**config.mk**
```make
export PLATFORM = sky130hd
export DESIGN_NAME = jtag_soft_tap
export DESIGN_NICKNAME = d
export VERILOG_FILES = /design/src/rtl/jtag_soft_tap.sv
export SDC_FILE = /design/constraint.sdc
export NUM_CORES = 1
export LEC_CHECK = 0
export CAP_MARGIN = 40
export CORE_MARGIN = 1.5
export CORE_UTILIZATION = 54
export DETAILED_ROUTE_END_ITERATION = 10
export GPL_TIMING_DRIVEN = 0
export PLACE_DENSITY = 0.77
export REMOVE_ABC_BUFFERS = 1
export SLEW_MARGIN = 20
export SYNTH_ARGS = -nofsm -noshare
export SYNTH_HDL_FRONTEND = slang
export SYNTH_SLANG_ARGS = --single-unit
```
**constraint.sdc**
```tcl
create_clock -name TCK -period 2 [get_ports TCK]
set_clock_uncertainty 0.2 [all_clocks]
set_input_delay 0.2 -clock TCK [delete_from_list [all_inputs] [get_ports TCK]]
set_output_delay 0.2 -clock TCK [all_outputs]
set_load 0.05 [all_outputs]
```
**src/rtl/jtag_soft_tap.sv**
```systemverilog
// jtag_soft_tap: soft IEEE 1149.1 TAP controller clocked by TCK. It replaces a
// BSCANE2-style primitive in front of a user-register stage.
//
// Build option: define SOFT_TAP_IDCODE_EN to include the 32-bit IDCODE register.
// In that build the reset opcode is IDCODE_IR. Without it the reset opcode is
// all-ones (BYPASS).
//
// Ports:
//   TCK       test clock; all state on posedge, TDO register on negedge
//   RESET     synchronous active-high reset, sampled on posedge TCK
//   TMS, TDI  JTAG pins
//   DR_TDO    serial output of the downstream user register
//   TDO       test data out (registered on negedge)
//   TDI_O     combinational copy of TDI
//   TAP_RESET / RUNTEST / CAPTURE / SHIFT / UPDATE
//             state indicators (Test-Logic-Reset, Run-Test/Idle, Capture-DR,
//             Shift-DR, Update-DR)
//   SEL       active IR equals USER_IR
module jtag_soft_tap #(
  parameter int unsigned       IR_LEN    = 6,
  parameter logic [IR_LEN-1:0] USER_IR   = 6'h02,
  parameter logic [IR_LEN-1:0] IDCODE_IR = 6'h09,
  parameter logic [31:0]       IDCODE    = 32'h0362D093
) (
  input  logic TCK,
  input  logic RESET,
  input  logic TMS,
  input  logic TDI,
  input  logic DR_TDO,
  output logic TDO,
  output logic TDI_O,
  output logic TAP_RESET,
  output logic RUNTEST,
  output logic SEL,
  output logic CAPTURE,
  output logic SHIFT,
  output logic UPDATE
);

  localparam logic [3:0] StTlr   = 4'd0;
  localparam logic [3:0] StRti   = 4'd1;
  localparam logic [3:0] StSelDr = 4'd2;
  localparam logic [3:0] StCapDr = 4'd3;
  localparam logic [3:0] StShDr  = 4'd4;
  localparam logic [3:0] StEx1Dr = 4'd5;
  localparam logic [3:0] StPauDr = 4'd6;
  localparam logic [3:0] StEx2Dr = 4'd7;
  localparam logic [3:0] StUpdDr = 4'd8;
  localparam logic [3:0] StSelIr = 4'd9;
  localparam logic [3:0] StCapIr = 4'd10;
  localparam logic [3:0] StShIr  = 4'd11;
  localparam logic [3:0] StEx1Ir = 4'd12;
  localparam logic [3:0] StPauIr = 4'd13;
  localparam logic [3:0] StEx2Ir = 4'd14;
  localparam logic [3:0] StUpdIr = 4'd15;

`ifdef SOFT_TAP_IDCODE_EN
  localparam logic [IR_LEN-1:0] RstIr = IDCODE_IR;
`else
  localparam logic [IR_LEN-1:0] RstIr = {IR_LEN{1'b1}};
`endif

  logic [3:0]        state_q, state_d;
  logic [IR_LEN-1:0] ir_q;
  logic [IR_LEN-1:0] ir_sr_q;
  logic              bypass_q;
  logic              tdo_q;
  logic              sel_user;
  logic              sel_idcode;
  logic              dr_bit;

  always_comb begin
    state_d = StTlr;
    unique case (state_q)
      StTlr:   state_d = TMS ? StTlr   : StRti;
      StRti:   state_d = TMS ? StSelDr : StRti;
      StSelDr: state_d = TMS ? StSelIr : StCapDr;
      StCapDr: state_d = TMS ? StEx1Dr : StShDr;
      StShDr:  state_d = TMS ? StEx1Dr : StShDr;
      StEx1Dr: state_d = TMS ? StUpdDr : StPauDr;
      StPauDr: state_d = TMS ? StEx2Dr : StPauDr;
      StEx2Dr: state_d = TMS ? StUpdDr : StShDr;
      StUpdDr: state_d = TMS ? StSelDr : StRti;
      StSelIr: state_d = TMS ? StTlr   : StCapIr;
      StCapIr: state_d = TMS ? StEx1Ir : StShIr;
      StShIr:  state_d = TMS ? StEx1Ir : StShIr;
      StEx1Ir: state_d = TMS ? StUpdIr : StPauIr;
      StPauIr: state_d = TMS ? StEx2Ir : StPauIr;
      StEx2Ir: state_d = TMS ? StUpdIr : StShIr;
      StUpdIr: state_d = TMS ? StSelDr : StRti;
      default: state_d = StTlr;
    endcase
  end

  assign sel_user = (ir_q == USER_IR);

  // State, IR path and BYPASS register. The active IR is loaded on the edge
  // that enters UpdIR so SEL moves exactly with that edge.
  always_ff @(posedge TCK) begin
    if (RESET) begin
      state_q  <= StTlr;
      ir_q     <= RstIr;
      ir_sr_q  <= '0;
      bypass_q <= 1'b0;
    end else begin
      state_q <= state_d;
      unique case (state_q)
        StCapIr: ir_sr_q <= {{(IR_LEN-2){1'b0}}, 2'b01};
        StShIr:  ir_sr_q <= {TDI, ir_sr_q[IR_LEN-1:1]};
        default: ;
      endcase
      if (state_d == StUpdIr) begin
        ir_q <= ir_sr_q;
      end else if (state_d == StTlr) begin
        ir_q <= RstIr;
      end
      if (!sel_user && !sel_idcode) begin
        if (state_q == StCapDr) begin
          bypass_q <= 1'b0;
        end else if (state_q == StShDr) begin
          bypass_q <= TDI;
        end
      end
    end
  end

`ifdef SOFT_TAP_IDCODE_EN
  logic [31:0] idcode_sr_q;

  assign sel_idcode = !sel_user && (ir_q == IDCODE_IR);

  always_ff @(posedge TCK) begin
    if (RESET) begin
      idcode_sr_q <= '0;
    end else if (sel_idcode) begin
      if (state_q == StCapDr) begin
        idcode_sr_q <= IDCODE;
      end else if (state_q == StShDr) begin
        idcode_sr_q <= {TDI, idcode_sr_q[31:1]};
      end
    end
  end

  assign dr_bit = sel_user ? DR_TDO : (sel_idcode ? idcode_sr_q[0] : bypass_q);
`else
  // IDCODE_IR falls through to BYPASS; the parameters are kept for port-map
  // compatibility with the IDCODE build.
  logic unused_cfg;
  assign unused_cfg = ^{IDCODE, IDCODE_IR};
  assign sel_idcode = 1'b0;
  assign dr_bit     = sel_user ? DR_TDO : bypass_q;
`endif

  always_ff @(negedge TCK) begin
    if (state_q == StShIr) begin
      tdo_q <= ir_sr_q[0];
    end else if (state_q == StShDr) begin
      tdo_q <= dr_bit;
    end else begin
      tdo_q <= 1'b0;
    end
  end

  assign TDO       = tdo_q;
  assign TDI_O     = TDI;
  assign TAP_RESET = (state_q == StTlr);
  assign RUNTEST   = (state_q == StRti);
  assign CAPTURE   = (state_q == StCapDr);
  assign SHIFT     = (state_q == StShDr);
  assign UPDATE    = (state_q == StUpdDr);
  assign SEL       = sel_user;

endmodule

```
==> flow_summary.yaml, run 1 <==
status:
  outcome: "complete, but fails checks"
  failed_checks: "setup timing"
yosys:
  syn-cell-area_sq_mm: 0.00110
  synth_compound_area_share_pct: 19.4
  synth-xor-area-share_pct: 3.31
  async_flop_share_pct: 0
  synth_top_area_cell: "dfxtp_1"
  synthAdderAreaFrac_pct: 0
  synth_cell_types: 41
  synthTopCellsByArea: "dfxtp_1, nor3_1, a2111oi_0"
  synth_edf_count: 0
  synth_top_family_by_area: "simple AND/OR/NAND/NOR gates"
  synthCells: 130
  synth_ff_type: "dfxtp_1"
  yosysWarnings: 0
  synthMuxAreaShare_pct: 0
  syn_area_per_cell_sq_um: 8.44
  synth_simple_gate_area_share_pct: 35.0
  ys_seq_elements: 18
  synth_top_area_share_pct: 32.8
  synth_seq_area_share_pct: 32.8
setup_path:
  path_buf_inv: 0
  r2r_slack_ps: -490
  crit_type: "flop to flop"
  cp-start-kind: "flop"
  worst_ep_required_time_ps: 1030
  rr_startpoint: "ir_q[3]"
  slowest_stage: "or4b_4"
  path_cells: "or4b_4 -> o311ai_4 -> nand3_1"
  cp_top_family: "simple AND/OR/NAND/NOR gates"
  r2r-end: "TDO"
  r2r_cells: 3
  critical_path_arrival_ps: 1520
  cp-end-kind: "flop"
  max_stage_delay_ps: 550
  cp_max_fo: 2
sta:
  worst_slew_pin_slew_ps: 878
  setup_ws_ps: -487
  setup_viol: 3
  drv_slew: 0
  rsz0062_at_grt: "true"
  relSlewSlack_pct: 41.4
  setup_tns_ps: -919
  finalHoldViolCount: 0
clock_tree:
  cts.path.max_buffers: 2
  cts_sinks: 18
  clk_pin_slew_ps: 110
  cts_inserted_buffers: 3
  clkLatencyLatePin_ps: 300
  cts_tree: "yes"
  h-tree-depth: 1
  root_buffer: "clkbuf_4"
routing:
  vias: 1045
  first_pass_iters: 4
  drtIter0Drc: 21
  vias_per_cell: 6.15
  met2_length_um: 1270
  drc: 0
  drt_wl_total_um: 2670
  wirelength_met1_um: 1270
  drtAntennaViolNets: 0
  maxUsedRoutingLayer: "met4"
  met3_length_um: 79
  wl_per_cell_um: 15.7
place:
  placed_area_sq_mm: 0.00118
  portBuffers: 12
  globalplace.congestion: 0.794
  hpwlAfterDp_um: 1660
  place_inst: 156
floorplanning:
  die-area_sq_mm: 0.00231
  rows: 16
  ios: 13
  initial_core_util_pct: 56.5
  core-area_sq_mm: 0.00194
  die_y_um: 48.1
  die_w_um: 48.1
min_path:
  hp-class: "flop to flop"
  worstHoldStart: "ir_sr_q[5]"
  whs_path_depth: 2
  min_to: "ir_sr_q[5]"
layout:
  finalInstanceArea_sq_mm: 0.00133
  syn_to_final_growth_pct: 21.0
  nFillCells: 165
  nets: 149
  final_cells: 170
  diodes: 0
  drive_above_1_share_pct: 25.2
global_route:
  grt_use_total_pct: 26.5
  grt_max_degree: 26
  grt_pass1_vias: 965
  grt_pass1_wl_um: 4170
  grt_overflow: 0
  antenna_found_initial: 0
power_and_ir_drop:
  p_leak_nw: 0.451
  powerDensity_mw_per_mm2: 542
  peakVddDrop_uv: 359
job:
  cap_viol_max_count: 0
-- layer usage --
layer  track usage [%]  vias up
met5                 0        -
met4              13.0        0
met3              4.15        5
met2              43.7       23
met1              33.3      502
li1                  -      515
-- synthesized netlist by cell type, types with 2 or more instances --
| cell | count |
|---|---|
| inv_1 | 4 |
| o21ai_0 | 4 |
| nand3_1 | 9 |
| buf_6 | 2 |
| nor2b_1 | 3 |
| nand2_1 | 6 |
| nor2_1 | 4 |
| nand3b_1 | 3 |
| buf_2 | 5 |
| a2111oi_0 | 6 |
| buf_4 | 4 |
| nor4b_1 | 2 |
| clkbuf_1 | 2 |
| nand4_1 | 2 |
| nor3b_1 | 2 |
| a21oi_1 | 8 |
| dfxtp_1 | 18 |
| and3b_1 | 2 |
| nand2b_1 | 3 |
| nor3_1 | 20 |
-- report_power, final --
group / internal, mW / switching (mW) / leakage, nW
Clock: 0.0755 / 0.126 / 0.0207
Combinational: 0.0566 / 0.0853 / 0.283
Sequential: 0.362 / 0.0145 / 0.147
Total: 0.494 / 0.226 / 0.451
-- cell usage in the layout (no fill, tap or decap), drive strengths merged --
cell	n
nor3	21
dfxtp	18
buf	15
nand3	9
a21oi	8
a2111oi	8
nand2	6
nor2	4
inv	4
o21ai	4
nor2b	3
nand2b	3
nand3b	3
clkbuf	3
clkdlybuf4s50	3
clkdlybuf4s15	3
nor4b	3
nand4	2
and3b	2
nor3b	2
dlymetal6s2s	2
and4bb	1
and2	1
nor4	1
or4b	1
o311ai	1
or2	1
xnor2	1
a41o	1
a221oi	1
a2bb2oi	1
o32ai	1
a32oi	1
xor2	1
a22oi	1
a31oi	1
o31ai	1
clkinv	1
-- tightest hold or removal path: cells and delay by family, from the launching register on --
kind	cells	cell delay (ps)
and+or+nand+nor	1	60
DFF	1	340
AOI/OAI and AO/OA	1	50
-- per-stage QoR --
stage	util, %	setup slack [ps]	total power [mW]	hold slack [ps]
2_1_floorplan	-	-908	0.466	68.9
3_5_place_dp	60.6	-648	0.523	268
3_3_place_gp	59.9	-610	0.513	260
4_1_cts	67.4	-492	0.721	284
6_report	68.4	-487	0.719	287
5_1_grt	68.4	-526	0.747	313
-- sequential cells by signal (all words and copies together) (netlist names) --
register	cells
ir_sr_q	6
ir_q	6
state_q	4
TDO	1
bypass_q	1
-- layout make-up --
class	instances	area [sq um]	area share, %
inverter	3	11.3	0.848
clock inverter	2	7.51	0.566
multi-input combinational	94	657	49.5
sequential	18	377	28.4
clock buffer	3	22.5	1.70
tap	27	33.8	2.54
timing repair buffer	23	219	16.5
-- kinds of logic (layout without fill, tap and decap cells) --
group / count (synthesis) / after routing
XOR/XNOR: 2 / 2
flip-flops: 18 / 18
AO/OA/AOI/OAI: 29 / 29
buffers and inverters: 18 / 31
AND/OR/NAND/NOR: 63 / 63
-- what timing repair did --
item,CTS,global route
resized for setup,46,7
setup buffers,9,1
hold buffers,0,0
setup endpoints to repair,8,6
pin swaps,1,2
-- how the worst max path moves through the flow --
stage / startpoint / to / slack [ps] / cells past startpoint
floorplan: state_q[0] / TDO / -910 / 3
global placement: state_q[0] / TDO / -610 / 3
global route: ir_q[3] / TDO / -530 / 3
CTS: ir_q[3] / TDO / -490 / 3
detailed placement: state_q[3] / TDO / -650 / 3
finish: ir_q[3] / TDO / -490 / 3
Note: power is estimated with default switching activity, not from simulation.
==> run 2: changes to the inputs <==
Clock period 2 ns to 2.8 ns, I/O delays scaled along.
==> flow_summary.yaml, run 2 (synthesis gave the netlist of run 1 again) <==
status:
  outcome: "complete, but fails checks"
  failed_checks: "setup timing"
sta:
  worst_slew_pin_slew_ps: 867
  drv_slew: 0
  relSlewSlack_pct: 42.0
  rsz0062_at_grt: "true"
  holdWs_ps: 285
  setup_viol: 1
  setup_ws_ps: -85.8
  finalHoldViolCount: 0
global_route:
  grt_max_degree: 26
  grt_pass1_wl_um: 3870
  grt_pass1_vias: 906
  grt_overflow: 0
  grt_use_total_pct: 24.5
  antenna_found_initial: 0
layout:
  nFillCells: 178
  drive_above_1_share_pct: 16.8
  diodes: 0
  multiInputGateArea_sq_um: 651
  regArea_sq_um: 368
  syn_to_final_growth_pct: 14.9
  postLayoutCoreUtil_pct: 64.9
  final_cell_mix: "nor3_1, dfxtp_1, nand3_1, clkdlybuf4s50_1, a21oi_1"
  top_regs: "ir_q (6), ir_sr_q (6), state_q (4)"
  final_common_cell: "nor3_1"
  nets: 143
routing:
  vias: 1014
  wl_per_cell_um: 15.1
  vias_per_cell: 6.18
  met2_length_um: 1150
  maxUsedRoutingLayer: "met4"
  drt_wl_total_um: 2480
  met3_length_um: 124
  wirelength_met1_um: 1160
  drc: 0
  drtAntennaViolNets: 0
  first_pass_iters: 4
  drtIter0Drc: 20
setup_path:
  critical_path_arrival_ps: 1510
  crit_type: "flop to flop"
  cp_max_fo: 2
  worst_ep_required_time_ps: 1430
  cp-start-kind: "flop"
  r2r_slack_ps: -90
  cp-end-kind: "flop"
floorplanning:
  ios: 13
  initial_core_util_pct: 56.5
  die_y_um: 48.1
  die-area_sq_mm: 0.00231
  core-area_sq_mm: 0.00194
  rows: 16
  die_w_um: 48.1
power_and_ir_drop:
  powerDensity_mw_per_mm2: 403
  peakVddDrop_uv: 267
  p_leak_nw: 0.409
clock_tree:
  cts.path.max_buffers: 2
  h-tree-depth: 1
  cts_inserted_buffers: 3
  cts_sinks: 18
  clk_pin_slew_ps: 110
  cts_tree: "yes"
  root_buffer: "clkbuf_4"
  clkLatencyLatePin_ps: 300
  postCtsHoldBufs: 0
place:
  portBuffers: 12
  hpwlAfterDp_um: 1660
  globalplace.congestion: 0.794
min_path:
  hp-class: "flop to flop"
job:
  cap_viol_max_count: 0
[run 2: cell count changes in the layout (fill, tap and decap cells not counted), moves of 2 or more]
cell / change
buf_2: -2
buf_4: -4
buf_6: -4
clkdlybuf4s15_2: -3
clkdlybuf4s50_1: +6
dfxtp_2: +2
dfxtp_4: -3
[run 2: metrics by stage]
step / cell area [sq um] / worst slack [ps] / power, mW / instances / setup TNS [ps]
finish: 1260 / -85.8 / 0.508 / 164 / -85.8
global route: 1260 / -130 / 0.530 / 164 / -130
CTS: 1250 / -92.1 / 0.511 / 164 / -92.1
detailed placement: 1180 / -248 / 0.374 / 156 / -403
global placement: 1160 / -210 / 0.367 / 155 / -368
floorplan: 1010 / -508 / 0.333 / 116 / -652
[run 2: area by class of cell]
cell class              instances  share of cell area, %
inverters                       3                  0.893
multi-input cells              94                   51.6
clock inverters                 2                  0.595
well taps                      27                   2.68
clock buffers                   3                   1.79
flip-flops and latches         18                   29.2
repair buffers                 17                   13.3
[run 2: worst paths after layout]
check,start,to,depth (start not counted)
setup / recovery,ir_q[3],TDO,3
hold reg to reg,ir_sr_q[5],ir_sr_q[5],2
hold / removal,ir_sr_q[5],ir_sr_q[5],2
setup reg to reg,ir_q[3],TDO,3
[run 2: where the power goes]
group	switching (mW)	internal, mW	total (mW)
Combinational	0.0535	0.0369	0.0903
Clock	0.0892	0.0539	0.143
Sequential	0.0149	0.260	0.275
[run 2: worst max-delay path: stages (launching register included)]
cell,delay [ps]
dfxtp_2,330
or4b_4,550
o311ai_4,230
nand3_1,100
[run 2: timing repair]
item                       in CTS  in global routing
buffers inserted                4                  0
setup endpoints to repair       3                  4
pin swaps                       1                  0
resized for setup              13                  3
[run 2: metal layers]
layer	global-route usage (%)	vias up
met5	0	-
met4	13.5	0
met3	4.91	5
met2	38.4	32
met1	31.4	475
li1	-	502
